### config.mk
export PLATFORM = sky130hd
export DESIGN_NAME = lcd_video_source
export DESIGN_NICKNAME = d
export VERILOG_FILES = /design/src/rtl/lcd_video_pkg.sv /design/src/rtl/lcd_timing_gen.sv /design/src/rtl/lcd_video_source.sv
export SDC_FILE = /design/constraint.sdc
export NUM_CORES = 1
export LEC_CHECK = 0
export CAP_MARGIN = 10
export CORE_AREA = 2 2 105 107
export CTS_CLUSTER_DIAMETER = 40
export DETAILED_ROUTE_END_ITERATION = 6
export DIE_AREA = 0 0 107 109
export PLACE_DENSITY = 0.66
export SYNTH_ARGS = -nofsm -noshare
export SYNTH_HDL_FRONTEND = slang
export SYNTH_SLANG_ARGS = --single-unit
### constraint.sdc
create_clock -name clk -period 2.2 [get_ports clk]
set_clock_uncertainty 0.15 [all_clocks]
set_input_delay 0.22 -clock clk [delete_from_list [all_inputs] [get_ports clk]]
set_output_delay 0.22 -clock clk [all_outputs]
set_load 0.02 [all_outputs]
### src/rtl/lcd_video_pkg.sv
// lcd_video_pkg
// Shared definitions for the pixel-clock video source:
//   - default panel timing (1366x768 active, 174/12 blanking)
//   - test-pattern selector encoding
//   - timing region decode used by the counter block
//   - LVDS 21-bit packing for the 3-lane 7:1 serializer, and its idle word
package lcd_video_pkg;

  localparam int unsigned H_ACTIVE_DEF = 1366;
  localparam int unsigned V_ACTIVE_DEF = 768;
  localparam int unsigned H_BLANK_DEF  = 174;
  localparam int unsigned V_BLANK_DEF  = 12;

  typedef enum logic [1:0] {
    PAT_BAR   = 2'd0,
    PAT_GRAD  = 2'd1,
    PAT_CBAR  = 2'd2,
    PAT_CHECK = 2'd3
  } pattern_t;

  // Timing region decoded from the counters; the counters are the only state.
  typedef enum logic [1:0] {
    ST_ACTIVE,
    ST_H_BLANK,
    ST_V_BLANK
  } region_t;

  // HS=1, VS=1, DE=0, RGB=0
  localparam logic [20:0] IDLE_WORD = 21'h018000;

  // Lane word layout, MSB first:
  //   [20:14] B2 B3 B4 B5 HS VS DE
  //   [13:7]  G1 G2 G3 G4 G5 B0 B1
  //   [6:0]   R0 R1 R2 R3 R4 R5 G0
  function automatic logic [20:0] pack_lvds(input logic [5:0] r,
                                            input logic [5:0] g,
                                            input logic [5:0] b,
                                            input logic       hs,
                                            input logic       vs,
                                            input logic       de);
    return {b[2], b[3], b[4], b[5], hs, vs, de,
            g[1], g[2], g[3], g[4], g[5], b[0], b[1],
            r[0], r[1], r[2], r[3], r[4], r[5], g[0]};
  endfunction

endpackage

### src/rtl/lcd_timing_gen.sv
// lcd_timing_gen
// Horizontal/vertical counters (pipeline stage 0) plus registered sync,
// data-enable, coordinates and frame-start strobe (stage 1).
// Ports:
//   clk, rst         pixel clock, asynchronous active-low reset
//   enable           run timing; low forces counters to 0 and stage 1 idle
//   h_cnt            stage-0 horizontal counter
//   v_low            stage-0 vertical counter, low 6 bits
//   at_origin        stage-0 counters at (0,0)
//   active           stage-0 counters inside the active area
//   hsync/vsync/de   stage-1 syncs and data enable
//   frame_start      stage-1 strobe for pixel (0,0)
//   pixel_x/pixel_y  stage-1 coordinates
//   frame_count      completed frames, wraps 255->0, holds while disabled
// H_ACTIVE+H_BLANK and V_ACTIVE+V_BLANK must not exceed 2047.
module lcd_timing_gen
  import lcd_video_pkg::*;
#(
  parameter int unsigned H_ACTIVE = H_ACTIVE_DEF,
  parameter int unsigned V_ACTIVE = V_ACTIVE_DEF,
  parameter int unsigned H_BLANK  = H_BLANK_DEF,
  parameter int unsigned V_BLANK  = V_BLANK_DEF
) (
  input  logic        clk,
  input  logic        rst,
  input  logic        enable,
  output logic [10:0] h_cnt,
  output logic [5:0]  v_low,
  output logic        at_origin,
  output logic        active,
  output logic        hsync,
  output logic        vsync,
  output logic        de,
  output logic        frame_start,
  output logic [10:0] pixel_x,
  output logic [10:0] pixel_y,
  output logic [7:0]  frame_count
);

  localparam logic [10:0] H_ACT  = 11'(H_ACTIVE);
  localparam logic [10:0] V_ACT  = 11'(V_ACTIVE);
  localparam logic [10:0] H_LAST = 11'(H_ACTIVE + H_BLANK - 1);
  localparam logic [10:0] V_LAST = 11'(V_ACTIVE + V_BLANK - 1);

  logic [10:0] v_cnt;
  logic [10:0] h_next;
  logic [10:0] v_next;
  logic [7:0]  fc_next;
  region_t     region;

  always_ff @(posedge clk or negedge rst) begin
    if (!rst) begin
      h_cnt       <= '0;
      v_cnt       <= '0;
      frame_count <= '0;
    end else begin
      h_cnt       <= h_next;
      v_cnt       <= v_next;
      frame_count <= fc_next;
    end
  end

  // A frame only counts when the counters leave the last pixel; dropping
  // enable resets the position without touching frame_count.
  always_comb begin
    h_next  = h_cnt;
    v_next  = v_cnt;
    fc_next = frame_count;
    if (!enable) begin
      h_next = '0;
      v_next = '0;
    end else if (h_cnt == H_LAST) begin
      h_next = '0;
      if (v_cnt == V_LAST) begin
        v_next  = '0;
        fc_next = frame_count + 8'd1;
      end else begin
        v_next = v_cnt + 11'd1;
      end
    end else begin
      h_next = h_cnt + 11'd1;
    end
  end

  always_comb begin
    region = ST_ACTIVE;
    if (v_cnt >= V_ACT) begin
      region = ST_V_BLANK;
    end else if (h_cnt >= H_ACT) begin
      region = ST_H_BLANK;
    end
  end

  assign active    = (region == ST_ACTIVE);
  assign at_origin = (h_cnt == '0) && (v_cnt == '0);
  assign v_low     = v_cnt[5:0];

  always_ff @(posedge clk or negedge rst) begin
    if (!rst) begin
      hsync       <= 1'b1;
      vsync       <= 1'b1;
      de          <= 1'b0;
      frame_start <= 1'b0;
      pixel_x     <= '0;
      pixel_y     <= '0;
    end else if (!enable) begin
      hsync       <= 1'b1;
      vsync       <= 1'b1;
      de          <= 1'b0;
      frame_start <= 1'b0;
      pixel_x     <= '0;
      pixel_y     <= '0;
    end else begin
      hsync       <= (h_cnt < H_ACT);
      vsync       <= (v_cnt < V_ACT);
      de          <= active;
      frame_start <= at_origin;
      pixel_x     <= h_cnt;
      pixel_y     <= v_cnt;
    end
  end

endmodule

### src/rtl/lcd_video_source.sv
// lcd_video_source
// Pixel-clock video source feeding the 3-lane 7:1 LVDS serializer.
// Stage 0 counters, stage 1 syncs/coordinates/RGB, stage 2 packed word.
// Ports:
//   clk          pixel clock
//   rst          asynchronous active-low reset (released synchronously)
//   enable       run timing; low drains the output to the idle word
//   pattern_sel  0 bar, 1 gradient, 2 colour bars, 3 scrolling checker
//   video_data   packed 21-bit word for the serializer
//   frame_start  one-cycle pulse with pixel (0,0) on video_data
//   pixel_x/y    coordinates of the pixel on video_data
//   frame_count  completed frames, wrapping
// Pixel (0,0) reaches video_data on the second enabled clock edge.
module lcd_video_source
  import lcd_video_pkg::*;
#(
  parameter int unsigned H_ACTIVE  = H_ACTIVE_DEF,
  parameter int unsigned V_ACTIVE  = V_ACTIVE_DEF,
  parameter int unsigned H_BLANK   = H_BLANK_DEF,
  parameter int unsigned V_BLANK   = V_BLANK_DEF,
  parameter int unsigned BAR_LIMIT = 100
) (
  input  logic        clk,
  input  logic        rst,
  input  logic        enable,
  input  logic [1:0]  pattern_sel,
  output logic [20:0] video_data,
  output logic        frame_start,
  output logic [10:0] pixel_x,
  output logic [10:0] pixel_y,
  output logic [7:0]  frame_count
);

  localparam logic [10:0] BAR_LAST = 11'(BAR_LIMIT);

  logic [10:0] h_cnt;
  logic [5:0]  v_low;
  logic        at_origin;
  logic        active;
  logic        s1_hsync;
  logic        s1_vsync;
  logic        s1_de;
  logic        s1_frame_start;
  logic [10:0] s1_x;
  logic [10:0] s1_y;
  logic [5:0]  s1_r;
  logic [5:0]  s1_g;
  logic [5:0]  s1_b;

  pattern_t    pat_q;
  pattern_t    pat_cur;
  logic [5:0]  r_d;
  logic [5:0]  g_d;
  logic [5:0]  b_d;
  logic [10:0] check_x;
  logic [2:0]  bar_idx;

  lcd_timing_gen #(
    .H_ACTIVE (H_ACTIVE),
    .V_ACTIVE (V_ACTIVE),
    .H_BLANK  (H_BLANK),
    .V_BLANK  (V_BLANK)
  ) u_timing (
    .clk         (clk),
    .rst         (rst),
    .enable      (enable),
    .h_cnt       (h_cnt),
    .v_low       (v_low),
    .at_origin   (at_origin),
    .active      (active),
    .hsync       (s1_hsync),
    .vsync       (s1_vsync),
    .de          (s1_de),
    .frame_start (s1_frame_start),
    .pixel_x     (s1_x),
    .pixel_y     (s1_y),
    .frame_count (frame_count)
  );

  // At (0,0) the live selector is used directly so pixel (0,0) already
  // shows the pattern that the rest of the frame will hold.
  always_comb begin
    pat_cur = at_origin ? pattern_t'(pattern_sel) : pat_q;
    r_d     = '0;
    g_d     = '0;
    b_d     = '0;
    check_x = h_cnt + {3'b000, frame_count};
    bar_idx = h_cnt[10:8];
    if (enable && active) begin
      case (pat_cur)
        PAT_BAR: begin
          if (h_cnt <= BAR_LAST) begin
            b_d = '1;
          end
        end
        PAT_GRAD: begin
          r_d = h_cnt[5:0];
          g_d = v_low;
        end
        PAT_CBAR: begin
          r_d = {6{bar_idx[0]}};
          g_d = {6{bar_idx[1]}};
          b_d = {6{bar_idx[2]}};
        end
        PAT_CHECK: begin
          if (check_x[4] ^ v_low[4]) begin
            r_d = '1;
            g_d = '1;
            b_d = '1;
          end
        end
        default: begin
          r_d = '0;
        end
      endcase
    end
  end

  always_ff @(posedge clk or negedge rst) begin
    if (!rst) begin
      pat_q <= PAT_BAR;
      s1_r  <= '0;
      s1_g  <= '0;
      s1_b  <= '0;
    end else begin
      pat_q <= pat_cur;
      s1_r  <= r_d;
      s1_g  <= g_d;
      s1_b  <= b_d;
    end
  end

  always_ff @(posedge clk or negedge rst) begin
    if (!rst) begin
      video_data  <= IDLE_WORD;
      frame_start <= 1'b0;
      pixel_x     <= '0;
      pixel_y     <= '0;
    end else begin
      video_data  <= pack_lvds(s1_r, s1_g, s1_b, s1_hsync, s1_vsync, s1_de);
      frame_start <= s1_frame_start;
      pixel_x     <= s1_x;
      pixel_y     <= s1_y;
    end
  end

endmodule

==> metrics.csv, run 1 <==
stage,metric,value,unit
status,outcome,"finished, violations left",
status,violations,negative setup slack,
logic_synthesis,ys_top_cells_by_area,"dfrtp_1 (60%), and2_1 (3.4%), xor2_1 (3.2%), nor2_1 (2.8%), dfstp_2 (2.4%)",
setup_path,worstPathMaxFanout,5,
cts,clock_sinks,110,
logic_synthesis,async_reset_ff_share,100,%
drt,drc,0,
floorplan,io_pins,57,
setup_path,rr_startpoint,u_timing.h_cnt[6],
setup_path,r2r_cells,6,
drt,drt_iter0_drc,174,
drt,num_vias,3093,
placement,placed_cell_area,0.00547,sq mm
min_path,hold_class,in -> async,
sta,maxSlewHeadroom,69.1,%
layout,drive_gt1_share,26.7,%
logic_synthesis,ys_warn_count,0,
run,max_cap_viol_count,0,
sta,max_slew.worst_pin.slew,0.462,ns
layout,n_antenna_cell,0,
drt,vias_per_cell,5.00,
sta,setup_ws,-0.233,ns
drt,ant_nets,0,
logic_synthesis,syn_nets,378,
placement,portBuffers,56,
layout,areaGrowthSynthToFinish,35.7,%
logic_synthesis,synth_mux_area_share,0.482,%
floorplan,core,0.0106,sq mm
drt,wl_per_cell,15.2,um
setup_path,worst_ep_arrival_time,2.52,ns
cts,cts_root_buf,clkbuf_8,
layout,post-route-util,56.4,%
drt,first_pass_iters,4,
sta,fin_crit,2.43,ns
logic_synthesis,synth_edf_count,0,
layout,nets,487,
power_and_ir_drop,power,3.77,mW
global_route,antenna_found_initial,0,
cts,clockBufferDepth,2,
setup_path,critPathCaptureType,flop,
power_and_ir_drop,power_density,630,mW/mm^2
floorplan,floorplan.die_area,0.0117,sq mm
sta,period_share,111,%
global_route,grt_usage,16.8,%
floorplan,start_util,41.6,%
global_route,grt_max_degree,62,
logic_synthesis,synth_area,0.00441,sq mm
logic_synthesis,synth_compound_area_share,6.52,%
setup_path,cp.required,2.29,ns
logic_synthesis,synth_common_cells,"dfrtp_1 (106), nor2_1 (33), and2_1 (24)",
sta,setup_viol,22,
setup_path,start_kind,flop,
global_route,grt_pass1_wl,15000,um
logic_synthesis,ys_types,52,
cts,tritoncts,done,
global_route,grt.overflow.total,0,
logic_synthesis,seq_area_frac_synth,62.5,%
floorplan,chipWidth,107,um
drt,drt-total-wl,9400,um
logic_synthesis,synthAdderAreaFrac,2.27,%
logic_synthesis,postSynthAreaPerCell,12.1,sq um
global_route,grt_pass1_vias,3039,
cts,cts_buffers,9,
floorplan,die_h,109,um
logic_synthesis,synth-simple-area-share,19.2,%
setup_path,crit_start,u_timing.h_cnt[6],
placement,gp_congestion,0.889,
layout,finalInstanceArea,0.00598,sq mm
sta,rsz0062_at_grt,true,
logic_synthesis,synth.most_common_cell,dfrtp_1,
setup_path,critPathKind,reg -> reg,
cts,clk_pin_slew,0.11,ns
logic_synthesis,syn_inst,365,
logic_synthesis,yosysTopAreaCell,dfrtp_1,
setup_path,rrSetupSlack,-0.23,ns
cts,htree_num_levels,3,
sta,final-hold-violation-count,0,
logic_synthesis,synthFlopType,dfrtp_1,
setup_path,timing.rr.end,s1_g[4],
placement,place_ws,-0.274,ns
sta,final_max_slew_viol_count,0,
logic_synthesis,synth_top_family_by_area,simple AND/OR/NAND/NOR gates,
power_and_ir_drop,ir_drop,0.312,mV
logic_synthesis,synth_xor_area_share,5.36,%
sta,fmaxAchievable,411,MHz
power_and_ir_drop,p_leak,2.84,nW
logic_synthesis,ys_ff_latch,110,
logic_synthesis,synth_top_area_share,60.1,%
floorplan,fp-row-count,38,
cts,insertion_delay,0.37,ns
placement,hpwl,6510,um
==> metrics by stage <==
| stage | hold slack [ns] | std cells | setup TNS [ns] |
|---|---|---|---|
| floorplan | -0.226 | 365 | -2.45 |
| global placement | -0.0606 | 594 | -2.79 |
| detailed placement | -0.0600 | 594 | -3.49 |
| CTS | 0.0566 | 616 | -2.71 |
| global route | 0.0715 | 619 | -4.56 |
| finish | 0.0722 | 619 | -3.07 |
==> flip-flops by register name, indices dropped and copies added (netlist names) <==
register	cells
frame_start	1
pat_q	2
pixel_x	11
pixel_y	11
s1_b	1
s1_g	6
s1_r	6
u_timing.de	1
u_timing.frame_count	8
u_timing.frame_start	1
u_timing.h_cnt	11
u_timing.hsync	1
u_timing.pixel_x	11
u_timing.pixel_y	11
u_timing.v_cnt	11
u_timing.vsync	1
video_data	16
==> how the worst max path moves through the flow <==
stage | end | depth (start not counted)
after detailed placement | s1_r[3] | 9
after floorplan | s1_g[2] | 7
after CTS | s1_r[3] | 6
final | s1_g[4] | 6
after global placement | s1_g[1] | 9
after global routing | s1_g[0] | 6
==> routing by layer <==
layer,GRT usage [%],vias up,wire length (um)
met5,0,-,0
met4,8.16,0,201
met3,3.41,12,430
met2,27.4,90,4710
met1,21.7,1516,4060
li1,-,1475,-
==> kinds of logic after synthesis <==
group,after synthesis
buf+inv,31
fa+ha+maj,8
compound gates,36
simple gates,151
xor+xnor,27
flops,110
mux,2
==> timing repair <==
item | CTS | global route
setup buffers | 4 | 2
cloned | 1 | 1
endpoints found under the setup margin | 27 | 32
hold buffers | 1 | 0
gates resized for setup | 13 | 34
hold endpoints to repair | 106 | 0
pin swaps | 6 | 8
==> power breakdown <==
| group | internal (mW) | switching [mW] | total [mW] |
|---|---|---|---|
| Combinational | 0.171 | 0.250 | 0.421 |
| Sequential | 2.05 | 0.0212 | 2.07 |
| Clock | 0.561 | 0.717 | 1.28 |
| Total | 2.78 | 0.989 | 3.77 |
==> worst max-delay path: stages, from the launching register on <==
cell	delay, ns
dfrtp_1	0.40
or4_4	0.57
or4_4	0.57
o21ai_4	0.19
a21o_4	0.20
clkbuf_16	0.16
a211oi_2	0.06
==> final cells by class <==
type	instances	area, sq um
clock inverters	7	96.3
inverters	11	41.3
fillers	893	4620
clock buffers	9	124
repair buffers	118	1100
well taps	140	175
flip-flops and latches	110	2760
multi-input cells	224	1690
==> layout by cell type (no fill, tap or decap), drive strengths merged, types with 2 or more instances in the layout <==
| cell | Yosys | routed |
|---|---|---|
| clkdlybuf4s50 | 0 | 55 |
| dfstp | 4 | 4 |
| o21ai | 3 | 3 |
| dfrtp | 106 | 106 |
| and3 | 15 | 15 |
| inv | 11 | 14 |
| ha | 8 | 8 |
| a21o | 5 | 5 |
| nand4 | 12 | 12 |
| buf | 12 | 61 |
| xnor2 | 11 | 11 |
| a21oi | 4 | 4 |
| nand2 | 12 | 12 |
| nor2b | 3 | 3 |
| or4 | 3 | 3 |
| a211oi | 8 | 8 |
| nand3b | 4 | 4 |
| nor3 | 21 | 21 |
| xor2 | 16 | 16 |
| clkbuf | 8 | 10 |
| and2 | 25 | 25 |
| and4 | 4 | 4 |
| clkinv | 0 | 2 |
| nand3 | 11 | 11 |
| or2 | 2 | 2 |
| nor2 | 34 | 34 |
| a2111oi | 4 | 4 |
| a221oi | 5 | 5 |
Power figures use the tool's default switching activity.
==> inputs of run 2 (changes only) <==
- CORE_AREA: 2 2 105 107 -> 2 2 116 118
- DIE_AREA: 0 0 107 109 -> 0 0 118 120
- PLACE_DENSITY: 0.66 -> not set
==> run 2 against run 1 <==
Compared with the run above:
- the run still ends with negative setup slack left
- worst hold slack improved by 0.085 ns
- first-iteration DRC count rose by 10%
- sequential share of layout area fell by 1.1 points
- global-route usage fell by 2.7 points
- fmax rose by 0.36%
- cell count rose by 6.8%
- wire length rose by 4.3%
- utilization fell by 9.2 points
- sequential power barely moved
- combinational power rose by 5.7%
- total power rose by 6.8%
- via count fell by 0.61%
- largest cell class unchanged
- highest routed layer unchanged
==> metrics.csv, run 2 (synthesis results as in run 1) <==
stage,metric,value,unit,change
status,outcome,"finished, violations left",,
status,violations,negative setup slack,,
cts,insertion_delay,0.34,ns,-0.03 ns
setup_path,cp.required,2.26,ns,-0.03 ns
sta,setup_ws,-0.224,ns,+0.00864 ns
global_route,grt_max_degree,51,,-18%
layout,areaGrowthSynthToFinish,39.1,%,
sta,setup_tns,-3.46,ns,-0.386 ns
placement,placed_cells,633,,+6.6%
layout,drive_gt1_share,26.4,%,-0.33 points
global_route,grt_usage,14.2,%,-2.7 points
floorplan,fp-row-count,42,,+11%
layout,layout.cells.most_common_list,"dfrtp_1 (106), buf_4 (59), clkdlybuf4s50_1 (55)",,
drt,ant_nets,0,,unchanged
power_and_ir_drop,pwr-share-seq,51.4,%,-3.5 points
sta,period_share,110,%,-0.39 points
placement,place_ws,-0.311,ns,-0.0370 ns
setup_path,critPathKind,reg -> reg,,
drt,first_pass_iters,4,,unchanged
layout,fillers,1199,,+34%
sta,rsz0062_at_grt,true,,
setup_path,rr_startpoint,u_timing.h_cnt[7],,
drt,drt-total-wl,9810,um,+4.3%
sta,fmaxAchievable,413,MHz,+0.36%
floorplan,core,0.0130,sq mm,+22%
layout,nets,493,,+1.2%
placement,portBuffers,56,,unchanged
power_and_ir_drop,power,4.03,mW,+6.8%
setup_path,worst_ep_arrival_time,2.48,ns,-0.04 ns
layout,seq_area,0.00276,sq mm,unchanged
cts,clock_sinks,110,,unchanged
global_route,grt_pass1_vias,3102,,+2.1%
floorplan,start_util,34.0,%,-7.6 points
floorplan,floorplan.die_area,0.0142,sq mm,+21%
drt,vias_per_cell,4.65,,-6.9%
drt,num_vias,3074,,-0.61%
cts,clockBufferDepth,2,,unchanged
sta,max_slew.worst_pin.slew,0.572,ns,+0.110 ns
sta,final-hold-violation-count,0,,unchanged
layout,top_register,video_data,,
power_and_ir_drop,p_sw_share,25.1,%,-1.2 points
drt,drt_iter0_drc,192,,+10%
global_route,grt_pass1_wl,15700,um,+4.6%
power_and_ir_drop,power_density,656,mW/mm^2,+4.1%
floorplan,io_pins,57,,unchanged
power_and_ir_drop,p_leak,2.89,nW,+1.8%
power_and_ir_drop,ir_drop,0.334,mV,+7.0%
layout,n_antenna_cell,0,,unchanged
cts,cts_buffers,9,,unchanged
setup_path,worstPathMaxFanout,6,,+1
sta,setup_viol,26,,+18%
setup_path,rrSetupSlack,-0.22,ns,about the same
setup_path,critPathCaptureType,flop,,
power_and_ir_drop,clockPowerShare,37.5,%,+3.6 points
setup_path,timing.rr.end,s1_r[2],,
cts,clk_pin_slew,0.07,ns,-0.04 ns
placement,hpwl,6770,um,+4.0%
cts,tritoncts,done,,
floorplan,chipWidth,118,um,+10%
min_path,hold_class,in -> async,,
power_and_ir_drop,p_sw,1.01,mW,+2.1%
run,max_cap_viol_count,0,,unchanged
sta,final_max_slew_viol_count,0,,unchanged
drt,wl_per_cell,14.8,um,-2.3%
power_and_ir_drop,comb_power_share,11.0,%,-0.2 points
global_route,grt.overflow.total,0,,unchanged
power_and_ir_drop,internal-power,3.02,mW,+8.5%
global_route,antenna_found_initial,0,,unchanged
sta,maxSlewHeadroom,61.8,%,-7.3 points
placement,gp_congestion,0.901,,+1.4%
layout,largest_reg_flops,16,,unchanged
setup_path,start_kind,flop,,
floorplan,die_h,120,um,+10%
layout,layout_commonest_cell,dfrtp_1,,
cts,htree_num_levels,3,,unchanged
cts,cts_root_buf,clkbuf_16,,
drt,drc,0,,unchanged
layout,multiInputGateArea,0.00171,sq mm,+0.81%
setup_path,r2r_cells,6,,unchanged
sta,fin_crit,2.42,ns,-0.00864 ns
layout,stdcell_count,661,,+6.8%
run 2: cell types whose count changed in the layout (fill, tap and decap cells not counted), sizes merged:
| cell | delta |
|---|---|
| clkinvlp | +1 |
| buf | +6 |
| clkinv | -2 |
| bufinv | -1 |
| clkbuf | +2 |
run 2: how the worst max path moves through the flow:
stage                            from      end  slack, ns
finish              u_timing.h_cnt[7]  s1_r[2]      -0.22
detailed placement  u_timing.h_cnt[0]  s1_r[0]      -0.31
global route        u_timing.h_cnt[7]  s1_g[0]      -0.26
global placement    u_timing.h_cnt[0]  s1_r[0]      -0.27
CTS                 u_timing.v_cnt[7]  s1_g[0]      -0.19
floorplan           u_timing.h_cnt[6]  s1_g[2]      -0.19
run 2: area by class of cell:
class	count	area share, %
multi-input cells	224	27.8
inverters	11	0.673
clock inverters	5	0.673
flip-flops and latches	110	44.9
well taps	176	3.59
clock buffers	11	3.79
repair buffers	124	18.5
run 2: through the flow:
stage,utilization (%),instance area (sq um),hold slack (ns)
global placement,42.5,5520,-0.0273
global route,47.3,6140,0.179
floorplan,-,4420,-0.226
detailed placement,42.5,5520,-0.0178
finish,47.3,6140,0.157
CTS,45.3,5880,0.153
run 2: timing repair:
item / 4_1_cts / 5_1_grt
setup buffers: 1 / 9
resized for setup: 16 / 34
setup endpoints to repair: 18 / 26
hold buffers: 1 / 0
gates cloned: 0 / 2
endpoints found under the hold margin: 107 / 0
pin swaps: 7 / 19
run 2: worst max-delay path, cell delays in order (launching register included):
cell and delay [ns]:
dfrtp_1 0.39, or4_4 0.55, or4_4 0.59, o21ai_4 0.21
a21o_4 0.17, clkbuf_16 0.15, a211oi_1 0.06
run 2: per-layer routing:
layer | vias to the layer above | wire (um) | share of wire, % | GRT usage (%)
met5 | - | 0 | 0 | 0
met4 | 0 | 223 | 2.3 | 5.65
met3 | 16 | 263 | 2.7 | 2.80
met2 | 55 | 4770 | 49 | 23.8
met1 | 1511 | 4550 | 46 | 18.1
li1 | 1492 | - | - | -
run 2: power by group through the flow:
stage	Combinational (mW)	Clock, mW	Sequential, mW
floorplan	0.175	0	2.12
CTS	0.387	1.55	2.07
global placement	0.364	0	2.11
global route	0.487	1.62	2.07
detailed placement	0.368	0	2.11
finish	0.445	1.51	2.07
==> inputs of run 3 (changes only) <==
- CTS_CLUSTER_SIZE: not set -> 40
==> results of run 3 <==
The final DEF is identical to that of run 2; final timing and power are the same.
